`src/rtl/palindrome_pkg.sv`:
```
// Shared defaults and width helpers for the palindrome detector.
package palindrome_pkg;

   localparam int unsigned DEF_DATA_WIDTH   = 8;
   localparam int unsigned DEF_SYMBOL_WIDTH = 1;
   localparam int unsigned DEF_COUNT_WIDTH  = 16;

   // Width able to hold 0..n_symbols/2 mismatching pairs, never below 1.
   function automatic int unsigned mismatch_width(input int unsigned n_symbols);
      int unsigned w;
      w = $clog2(n_symbols / 2 + 1);
      return (w < 1) ? 1 : w;
   endfunction

   // Per-pair vector width; a single-symbol word still gets a 1-bit vector.
   function automatic int unsigned pair_vec_width(input int unsigned n_symbols);
      return (n_symbols / 2 > 0) ? n_symbols / 2 : 1;
   endfunction

endpackage

```
`src/rtl/palindrome_compare.sv`:
```
// Combinational mirror compare: per-pair mismatch flags, their popcount and a match flag.
module palindrome_compare
   import palindrome_pkg::*;
#(
   parameter int unsigned DATA_WIDTH   = DEF_DATA_WIDTH,
   parameter int unsigned SYMBOL_WIDTH = DEF_SYMBOL_WIDTH
) (
   input  logic [DATA_WIDTH-1:0]                                          i_data,
   output logic [pair_vec_width(DATA_WIDTH/SYMBOL_WIDTH)-1:0]             o_pair_mismatch,
   output logic [mismatch_width(DATA_WIDTH/SYMBOL_WIDTH)-1:0]             o_mismatch_pairs,
   output logic                                                           o_match
);

   localparam int unsigned N_SYM   = DATA_WIDTH / SYMBOL_WIDTH;
   localparam int unsigned N_PAIRS = N_SYM / 2;
   localparam int unsigned PV_W    = pair_vec_width(N_SYM);
   localparam int unsigned MM_W    = mismatch_width(N_SYM);

   logic [PV_W-1:0] w_pair_mismatch;
   logic [MM_W-1:0] w_mismatch_pairs;

   // Symbols are compared whole; the middle symbol of an odd N is never visited.
   always_comb begin
      w_pair_mismatch = '0;
      for (int unsigned i = 0; i < N_PAIRS; i++) begin
         w_pair_mismatch[i] = (i_data[i*SYMBOL_WIDTH +: SYMBOL_WIDTH] !=
                               i_data[(N_SYM-1-i)*SYMBOL_WIDTH +: SYMBOL_WIDTH]);
      end
   end

   always_comb begin
      w_mismatch_pairs = '0;
      for (int unsigned i = 0; i < N_PAIRS; i++) begin
         w_mismatch_pairs = w_mismatch_pairs + MM_W'(w_pair_mismatch[i]);
      end
   end

   assign o_pair_mismatch  = w_pair_mismatch;
   assign o_mismatch_pairs = w_mismatch_pairs;
   assign o_match          = (w_mismatch_pairs == '0);

endmodule

```
`src/rtl/palindrome.sv`:
```
// One-cycle registered palindrome checker with a saturating palindrome counter.
module palindrome
   import palindrome_pkg::*;
#(
   parameter int unsigned DATA_WIDTH   = DEF_DATA_WIDTH,
   parameter int unsigned SYMBOL_WIDTH = DEF_SYMBOL_WIDTH,
   parameter int unsigned COUNT_WIDTH  = DEF_COUNT_WIDTH
) (
   input  logic                                               clk,
   input  logic                                               rst,
   input  logic                                               in_valid,
   input  logic [DATA_WIDTH-1:0]                              data_in,
   input  logic                                               clear_count,
   output logic                                               out_valid,
   output logic                                               detection,
   output logic [mismatch_width(DATA_WIDTH/SYMBOL_WIDTH)-1:0] mismatch_pairs,
   output logic [COUNT_WIDTH-1:0]                             pal_count
);

   localparam int unsigned N_SYM = DATA_WIDTH / SYMBOL_WIDTH;
   localparam int unsigned PV_W  = pair_vec_width(N_SYM);
   localparam int unsigned MM_W  = mismatch_width(N_SYM);

   if (SYMBOL_WIDTH < 1 || DATA_WIDTH < 1 || (DATA_WIDTH % SYMBOL_WIDTH) != 0) begin : g_bad_params
      $error("palindrome: DATA_WIDTH must be a non-zero multiple of SYMBOL_WIDTH");
   end

   logic [PV_W-1:0]        w_pair_mismatch;
   logic [MM_W-1:0]        w_mismatch_pairs;
   logic                   w_match;
   logic                   w_detect;

   logic                   r_out_valid;
   logic                   r_detection;
   logic [MM_W-1:0]        r_mismatch_pairs;
   logic [COUNT_WIDTH-1:0] r_pal_count;

   palindrome_compare #(
      .DATA_WIDTH   (DATA_WIDTH),
      .SYMBOL_WIDTH (SYMBOL_WIDTH)
   ) u_compare (
      .i_data           (data_in),
      .o_pair_mismatch  (w_pair_mismatch),
      .o_mismatch_pairs (w_mismatch_pairs),
      .o_match          (w_match)
   );

   assign w_detect = ~|w_pair_mismatch;

   always_ff @(posedge clk) begin
      if (rst) begin
         r_out_valid      <= 1'b0;
         r_detection      <= 1'b0;
         r_mismatch_pairs <= '0;
      end else begin
         r_out_valid <= in_valid;
         if (in_valid) begin
            r_detection      <= w_detect;
            r_mismatch_pairs <= w_mismatch_pairs;
         end
      end
   end

   // Clear wins over the old value but not over the word accepted in the same cycle.
   always_ff @(posedge clk) begin
      if (rst) begin
         r_pal_count <= '0;
      end else if (clear_count) begin
         r_pal_count <= (in_valid && w_match) ? COUNT_WIDTH'(1) : '0;
      end else if (in_valid && w_match && (r_pal_count != '1)) begin
         r_pal_count <= r_pal_count + COUNT_WIDTH'(1);
      end
   end

   assign out_valid      = r_out_valid;
   assign detection      = r_detection;
   assign mismatch_pairs = r_mismatch_pairs;
   assign pal_count      = r_pal_count;

endmodule

```
`config.mk`:
```
export PLATFORM = sky130hd
export DESIGN_NAME = palindrome
export DESIGN_NICKNAME = d
export VERILOG_FILES = /design/src/rtl/palindrome_pkg.sv /design/src/rtl/palindrome_compare.sv /design/src/rtl/palindrome.sv
export SDC_FILE = /design/constraint.sdc
export NUM_CORES = 1
export LEC_CHECK = 0
export ABC_AREA = 1
export BUFFER_PORTS_ARGS = -buffer_cell sky130_fd_sc_hd__buf_4
export CELL_PAD_IN_SITES_DETAIL_PLACEMENT = 0
export CELL_PAD_IN_SITES_GLOBAL_PLACEMENT = 1
export CORE_ASPECT_RATIO = 1.75
export CORE_MARGIN = 1.5
export CORE_UTILIZATION = 41
export CTS_BUF_LIST = sky130_fd_sc_hd__clkbuf_8
export DETAILED_ROUTE_END_ITERATION = 10
export GPL_ROUTABILITY_DRIVEN = 0
export PLACE_DENSITY = 0.95
export SETUP_SLACK_MARGIN = 0.15
export SYNTH_ARGS = -nofsm -noshare
export SYNTH_HDL_FRONTEND = slang
export SYNTH_SLANG_ARGS = --single-unit
```
`constraint.sdc`:
```
create_clock -name clk -period 6.2 [get_ports clk]
set_input_delay 0.31 -clock clk [delete_from_list [all_inputs] [get_ports clk]]
set_output_delay 0.31 -clock clk [all_outputs]
set_load 0.005 [all_outputs]
```
==> summary by stage <==
Setup path
The source of the critical timing path is data_in[7]. The critical path ends at pal_count[14]. The kind of critical path is input port to flop. Together, buffers and inverters on the worst path number 3. The highest-delay cell along the critical path is fa_1. In this design, the stage delay of the slowest critical-path cell is 0.40 ns.

The type of element launching the critical path is an input port. The depth of the worst register-to-register path is 9. STA classifies the critical path endpoint as a flop. On the critical path the largest part of the delay comes from adder cells. Traced cell by cell, the critical path runs through buf_4 -> xor2_1 -> inv_1 -> ha_1 -> fa_1 -> ha_1 -> nor3_2 -> o21ai_4 -> nand2_2 -> nand2_1 -> inv_1 -> nor2_1. For flop-to-flop paths, the worst setup slack is 4.21 ns. For the worst setup path, the data required time is 6.37 ns. In this run the worst path has a maximum fanout of 14. The end of the worst register-to-register path is pal_count[14]. The worst register-to-register path begins at pal_count[0]. The worst endpoint data arrival time is 2.67 ns. The critical path runs through a total of 12 cells.

Clocking
The insertion delay of the later-clocked pin in the worst-skew pair is 0.26 ns. The clock slew seen by the registers of the worst setup and hold paths is 0.08 ns. Once the clock tree was built, the setup fixing pass inserted 0 buffers. The clock sink total is 21. CTS built an H-tree with a depth of 1. The maximum buffer depth of the clock tree is 2. TritonCTS built the clock tree. Gates resized during post-CTS repair numbered 0. Clock tree synthesis inserted a total of 3 buffers. Buffers inserted to repair hold after CTS numbered 0. CTS placed an instance of clkbuf_8 at the clock tree root.

Logic synthesis
dfxtp_1 takes more of the synthesized area than any other cell. After synthesis, the largest area contributor takes up 31.7% of total cell area. The average cell area after synthesis is 6.60 um^2.

In the post-synthesis netlist, the biggest area contributors are dfxtp_1, nand2_1, nand3_1. Synthesis produced a netlist whose cell count is 201. Yosys mapped the design onto 25 distinct sky130hd cell types. The number of warning messages in the yosys log is 0.

The number of nets in the synthesized netlist is 218. In this run, synthesis produced a sequential element count of 21. The register area share after synthesis is 31.7%.

The area of the mapped netlist is 0.00133 mm^2.

Timing
The number of endpoints with negative hold slack in the final report is 0. The largest clock skew in the final design is 0.00190 ns. The relative max-transition margin is 63.8%. The minimum period implied by the final worst setup slack is 2.51 ns. After routing, the total negative slack on setup checks comes to 0 ns. The maximum clock frequency is 0.399 GHz.

The share of the clock period used by the worst path is 40.4%. For the pin with the worst max-slew slack, the measured transition is 0.540 ns. The final-report max-slew violation count is 0.

Setup repair after global routing left no endpoint under its margin. The number of setup violations in the final report is 0.

Place
Buffers placed on the I/O ports in this run total 32. Detailed placement ended at an HPWL of 2610 um. Counting tap cells, the placed design contains a total of 273 instances.

Floorplan
The boundary pin count is 33. The die is 46.0 um wide. The area enclosed by the die boundary is 0.00360 mm^2. From bottom edge to top edge, the die measures 78.2 um. The core region is 0.00311 mm^2. The initial core utilization is 42.7%.

The initialized floorplan defines 27 standard-cell rows.

Power and ir drop
The total power per unit cell area is 185 mW/mm^2. IR analysis of the VDD net gives a maximum drop of 0.000140 V. For this design the static power due to leakage is 0.735 nW.

Drt
In the final routed layout, each cell accounts on average for 12.2 um. For this run, design rule violations remaining after detail routing come to 0. Before antenna repair, the detailed router went through 4 iterations. Once detail routing completed, the nets flagged for antenna violations numbered 0.

The total number of vias is 1,405. Wires add up to 3390 um. In the routed layout, each cell is associated on average with a via count of 5.07. After the first detailed-routing iteration, the DRC count stood at 15.

Global routing
After global routing the overflow that remains totals 0. The global-route wire length before repair is 6180 um. The largest net degree at the start of global routing is 19. The number of antenna violations at the first check in global routing is 0.

The via count of the first global-routing pass was 1,429. The overall routing resource usage is 22.7%.

Layout
The number of standard cells in the final layout excluding fillers is 277. The final-stage net count is 252. The share of post-route cells with drive strength above 1 is 17.9%. The library cells used most frequently in the layout, excluding fill and tap cells, are nand2_1, buf_4, nor2_1. The layout overhead on the synthesized area is 24.1%. The number of inserted diodes is 0. The most common cell after layout, fill and taps aside is nand2_1.

Outcome
The flow ran to the end, and the final reports show no timing, DRC or antenna violations.

Run
The tool flagged a number of max-cap violations equal to 0.

Worst hold path
The worst hold-check path type is input port to flop.
[cell type report]
class                   instances  area [um^2]
clock buffers                   3         41.3
well taps                      43         53.8
multi-input cells             151          788
flip-flops and latches         21          420
repair buffers                 32          240
fillers                       363         1460
inverters                      26         97.6
clock inverters                 1         3.75
[cell families (layout without fill, tap and decap cells)]
family / after synthesis / count (layout) / synth area share, %
xor+xnor: 9 / 9 / 5.94
simple gates: 116 / 116 / 38.7
fa+ha+maj: 5 / 5 / 5.28
compound gates: 21 / 21 / 9.53
flops: 21 / 21 / 31.7
buf+inv: 29 / 62 / 8.87
[registers in the layout, summed over array words and instances (netlist names)]
name / count
pal_count: 16
mismatch_pairs: 3
detection: 1
out_valid: 1
[worst min-delay path by stage]
stage,startpoint,slack [ns],cells past startpoint,to
after CTS,rst,0.30,2,pal_count[5]
after global placement,detection,0.46,2,detection
after global routing,rst,0.31,2,pal_count[8]
after floorplan,in_valid,0.45,1,mismatch_pairs[2]
final,rst,0.30,2,pal_count[8]
after detailed placement,detection,0.47,2,detection
[power by group]
group	total (mW)	leakage (nW)	internal [mW]	switching (mW)
Combinational	0.0679	0.537	0.0281	0.0398
Sequential	0.146	0.171	0.140	0.00507
Clock	0.0914	0.0269	0.0442	0.0472
Total	0.305	0.735	0.213	0.0920
[Yosys cell counts]
master / n
nand3_1: 25
buf_2: 1
a21oi_1: 12
nor3_2: 1
nand2_2: 1
o21bai_1: 2
nand2_1: 52
xnor2_1: 3
fa_1: 1
nor3_1: 2
inv_1: 25
nand2_4: 1
clkinv_1: 1
dfxtp_1: 21
xor2_1: 6
o21ai_0: 5
nor2_1: 27
clkbuf_1: 1
nor2_4: 2
nand4_1: 4
o21ai_4: 1
buf_6: 1
o211a_1: 1
nor2_2: 1
ha_1: 4
[layer usage]
layer / global-route usage (%) / up-vias / part of all wire [%]
met4: 9.14 / 0 / 1.7
met1: 24.7 / 664 / 39
met2: 41.5 / 23 / 57
li1: - / 712 / -
met3: 2.30 / 6 / 2.1
met5: 0 / - / 0
[stage by stage]
step / area (um^2) / total power [mW] / util [%] / worst slack, ns / hold slack (ns)
global placement: 1600 / 0.217 / 51.5 / 3.48 / 0.458
floorplan: 1330 / 0.192 / - / 3.83 / 0.448
global route: 1650 / 0.321 / 52.9 / 3.46 / 0.308
finish: 1650 / 0.305 / 52.9 / 3.69 / 0.302
detailed placement: 1600 / 0.217 / 51.5 / 3.41 / 0.467
CTS: 1650 / 0.308 / 52.9 / 3.68 / 0.304
No activity file was read; power rests on OpenSTA's default activity.
